===== config.mk =====
export PLATFORM = sky130hd
export DESIGN_NAME = oam_dma
export DESIGN_NICKNAME = d
export VERILOG_FILES = /design/src/rtl/oam_dma.sv
export SDC_FILE = /design/constraint.sdc
export NUM_CORES = 1
export LEC_CHECK = 0
export CORE_UTILIZATION = 35
export DETAILED_ROUTE_END_ITERATION = 6
export PLACE_DENSITY = 0.66
export SLEW_MARGIN = 20
export SYNTH_ARGS = -nofsm -noshare
export SYNTH_HDL_FRONTEND = slang
export SYNTH_SLANG_ARGS = --single-unit

===== constraint.sdc =====
create_clock -name clk -period 2.4 [get_ports clk]
set_clock_uncertainty 0.1 [all_clocks]
set_input_delay 0.36 -clock clk [delete_from_list [all_inputs] [get_ports clk]]
set_output_delay 0.36 -clock clk [all_outputs]
set_load 0.01 [all_outputs]

===== src/rtl/oam_dma.sv =====
// OAM DMA initiator: a write to DMA_REG_ADDR copies NUM_BYTES bytes from {src, 8'h00} into OAM.
// Optional macro OAM_DMA_ECHO_MIRROR_EN folds echo-RAM sources (0xE000-0xFFFF) onto 0xC000-0xDFFF.
module oam_dma #(
    parameter int          CYCLES_PER_BYTE = 4,
    parameter int          NUM_BYTES       = 160,
    parameter logic [15:0] OAM_BASE        = 16'hFE00,
    parameter logic [15:0] DMA_REG_ADDR    = 16'hFF46
) (
    input  logic        clk,
    input  logic        reset,
    input  logic [15:0] reg_addr,
    input  logic [7:0]  reg_wdata,
    input  logic        reg_write_en,
    input  logic        reg_read_en,
    output logic [7:0]  reg_rdata,
    output logic [15:0] bus_addr,
    output logic [7:0]  bus_wdata,
    output logic        bus_read_en,
    output logic        bus_write_en,
    input  logic [7:0]  bus_rdata,
    output logic        dma_active
);

    localparam int SW = (CYCLES_PER_BYTE > 2) ? $clog2(CYCLES_PER_BYTE) : 1;

    typedef enum logic [1:0] {
        IDLE  = 2'd0,
        START = 2'd1,
        XFER  = 2'd2
    } state_t;

    state_t        state_q, state_d;
    logic [SW-1:0] sub_q, sub_d;
    logic [7:0]    idx_q, idx_d;
    logic [7:0]    src_q, src_d;
    logic [7:0]    src_eff_d;
    logic [15:0]   bus_addr_q;
    logic [7:0]    bus_wdata_q;
    logic          bus_read_en_q, bus_write_en_q, dma_active_q;
    logic          trigger, last_sub, read_slot_d, write_slot_d;

    assign reg_rdata    = (reg_read_en && reg_addr == DMA_REG_ADDR) ? src_q : 8'hFF;
    assign bus_addr     = bus_addr_q;
    assign bus_wdata    = bus_wdata_q;
    assign bus_read_en  = bus_read_en_q;
    assign bus_write_en = bus_write_en_q;
    assign dma_active   = dma_active_q;

    // NOTE: every variable gets a default before the case so no latch is inferred.
    always_comb begin
        trigger  = reg_write_en && (reg_addr == DMA_REG_ADDR);
        last_sub = (sub_q == SW'(CYCLES_PER_BYTE - 1));
        state_d  = state_q;
        sub_d    = sub_q;
        idx_d    = idx_q;
        src_d    = src_q;
        if (trigger) begin
            // A register write restarts from any state, including the final sub-cycle.
            src_d   = reg_wdata;
            state_d = START;
            sub_d   = '0;
            idx_d   = 8'h00;
        end else begin
            case (state_q)
                START: begin
                    if (last_sub) begin
                        state_d = XFER;
                        sub_d   = '0;
                    end else begin
                        sub_d = sub_q + SW'(1);
                    end
                end
                XFER: begin
                    if (last_sub) begin
                        sub_d = '0;
                        if (idx_q == 8'(NUM_BYTES - 1)) begin
                            state_d = IDLE;
                            idx_d   = 8'h00;
                        end else begin
                            idx_d = idx_q + 8'h01;
                        end
                    end else begin
                        sub_d = sub_q + SW'(1);
                    end
                end
                default: state_d = IDLE;
            endcase
        end

`ifdef OAM_DMA_ECHO_MIRROR_EN
        src_eff_d = (src_d >= 8'hE0) ? (src_d - 8'h20) : src_d;
`else
        src_eff_d = src_d;
`endif
        read_slot_d  = (state_d == XFER) && (sub_d == SW'(0));
        write_slot_d = (state_d == XFER) && (sub_d == SW'(1));
    end

    // NOTE: outputs are registered from next-state, so strobes never follow reg_* combinationally.
    always_ff @(posedge clk) begin
        if (reset) begin
            state_q        <= IDLE;
            sub_q          <= '0;
            idx_q          <= 8'h00;
            src_q          <= 8'hFF;
            bus_addr_q     <= 16'h0000;
            bus_wdata_q    <= 8'h00;
            bus_read_en_q  <= 1'b0;
            bus_write_en_q <= 1'b0;
            dma_active_q   <= 1'b0;
        end else begin
            state_q        <= state_d;
            sub_q          <= sub_d;
            idx_q          <= idx_d;
            src_q          <= src_d;
            bus_read_en_q  <= read_slot_d;
            bus_write_en_q <= write_slot_d;
            dma_active_q   <= (state_d != IDLE);
            if (read_slot_d) begin
                bus_addr_q <= {src_eff_d, idx_d};
            end
            // The write slot always follows a read cycle, so bus_rdata here is the byte to copy.
            if (write_slot_d) begin
                bus_addr_q  <= OAM_BASE + {8'h00, idx_d};
                bus_wdata_q <= bus_rdata;
            end
        end
    end

endmodule


==> metrics.yaml <==
fp.dieH_um: 79.61
dp_slack_ns: -0.1575
row_count: 27
syn_inst: 209
setup.worst_path.class: "input pin to output pin"
yosysWarnings: 0
dp_hpwl_um: 3692
fin_nets: 334
finalPower_uw: 1368
num_vias: 1812
grt_max_degree: 35
power.density_nw_per_um2: 435.4
nFillCells: 523
num_antenna_cells: 0
vdd_drop_max_mv: 0.3516
synth-async-reset-ratio: 0
syn_to_final_growth_pct: 49.02
finalSetupViolCount: 0
status: "completed"
drt-total-wl_um: 5147
numClockSinks: 47
fmax_mhz: 429.3
hold_violations: 0
fin_cells: 367
tns_ns: 0
synth_area_um2: 2108
dr.pass1.iters: 4
die_w_um: 79.61
synth_cell_types: 52
syn_nets: 249
port_buffers: 70
initial_core_util: 0.3737
drtAntennaViolNets: 0
grt_pass1_wl_um: 7921
io_pins: 71
crit_fanout: 8
avgSynthCellArea_um2: 10.09
start_kind: "input pin"
drtIter0Drc: 48
clock_path_buffers: 2
synthFlopType: "dfxtp_1"
htree_levels: 2
slew_headroom: 0.7456
numCtsBuffers: 5
layout-drive-gt1-share: 0.1966
cts_tree: "yes"
layout_common_cells: "clkdlybuf4s50_1 (62), dfxtp_1 (47), nand2_1 (33)"
synth_edf_count: 0
drv_cap: 0
crit_arrival_ns: 1.87
grt_usage: 0.1658
power.leakage_uw: 0.001098
grt_pass1_vias: 1671
yosysSeqAreaShare: 0.4463
final-max-slew-violation-count: 0
wl_per_cell_um: 14.02
setup_ws_ns: 0.07065
min_period_over_period: 0.9706
clkLatencyLatePin_ns: 0.30
setup.worst_path.end_class: "output pin"
routed_via_density: 4.937
tightestPinTransition_ns: 0.3776
antenna_found_initial: 0
synth_seq_cells: 47
cts_root_buf: "clkbuf_8"
period_minus_slack_ns: 2.329
hold_ws_ns: 0.3610
grt_overflow: 0
hp-class: "flop to flop"
place_congestion: 0.8438
dieArea_um2: 6338
core-area_um2: 5642
clkTransAtPathRegs_ns: 0.08
dp.cells: 354
layout_commonest_cell: "clkdlybuf4s50_1"
cp.required_ns: 1.94
drc_errors: 0
## power by group
part	switching (µW)	internal (µW)	leakage (µW)
logic	27.2	58.8	0.000672
clock network	268	235	0.0000474
registers	0.00110	779	0.000379
total	295	1070	0.00110
## worst max-delay path, stage by stage
cell             delay (ns)
clkdlybuf4s50_1        0.39
nand4bb_1              0.20
nor3_2                 0.28
and3_1                 0.21
buf_6                  0.13
buf_4                  0.11
nand2b_1               0.06
clkbuf_2               0.13
## flip-flops by register name, summed over array words and instances (netlist names)
| signal | cells |
|---|---|
| sub_q | 2 |
| src_q | 8 |
| bus_wdata | 8 |
| bus_addr | 16 |
| dma_active | 1 |
| bus_write_en | 1 |
| idx_q | 8 |
| state_q | 2 |
| bus_read_en | 1 |
## cell usage after synthesis (all sizes together) (2+ instances only)
cell type	instances	area [µm²]
dfxtp	47	940.9
nand2	33	123.9
mux2i	17	173.9
nor2	12	45.04
nand2b	8	50.05
mux2	7	78.83
nor2b	7	43.79
nor3	7	51.30
o221a	7	78.83
a21oi	5	25.02
buf	4	28.78
clkbuf	4	15.01
ha	4	50.05
inv	4	15.01
nand3	4	25.02
nand4	4	31.28
and3	3	25.03
nand4bb	3	33.78
xor2	3	26.28
a211oi	2	20.02
a311oi	2	35.04
a31o	2	17.52
and2	2	12.51
o21ai	2	10.01
## path summary, 6_finish.rpt
kind	slack, ns	cells after the start	to	startpoint
setup / recovery	0.07	8	reg_rdata[6]	reg_addr[3]
setup reg to reg	0.11	7	bus_addr[8]	state_q[0]
hold reg to reg	0.36	2	bus_wdata[2]	bus_wdata[2]
hold / removal	0.36	2	bus_wdata[2]	bus_wdata[2]
## per-stage QoR
| step | utilization | cell area, µm² |
|---|---|---|
| 2_1_floorplan | - | 2108 |
| 3_3_place_gp | 0.5230 | 2950 |
| 3_5_place_dp | 0.5230 | 2950 |
| 4_1_cts | 0.5387 | 3039 |
| 5_1_grt | 0.5569 | 3142 |
| 6_report | 0.5569 | 3142 |
## per-layer routing
layer	global-route usage	part of all wire	vias up
met4	0.07091	0.017	0
li1	-	-	925
met5	0	0	-
met1	0.2153	0.47	838
met3	0.03200	0.042	7
met2	0.2658	0.47	42
## kinds of logic (layout without fill, tap and decap cells)
group	Yosys count	after routing	synth area share
xor gates and xnor gates	3	3	0.01247
AOI/OAI and AO/OA	29	29	0.1258
muxes	24	24	0.1199
buffers and inverters	13	98	0.02967
adders and majority gates	4	4	0.02374
and+or+nand+nor	89	90	0.2421
DFF	47	47	0.4463
## timing repair
action	CTS	global route
hold buffers	0	0
pin swaps	0	7
buffers inserted	0	4
setup endpoints to repair	8	24
resized for setup	8	18
cloned	0	1
## cell type report
cell class                      instances  area (µm²)  share of cell area
Timing Repair Buffer                   85       835.8              0.2660
Sequential cell                        47       940.9              0.2995
Clock buffer                            6       82.58             0.02628
Clock inverter                          2       16.27            0.005177
Inverter                                5       18.77            0.005974
Tap cell                               72       90.09             0.02867
Multi-Input combinational cell        150        1157              0.3684
No activity file was read; power rests on OpenSTA's default activity.
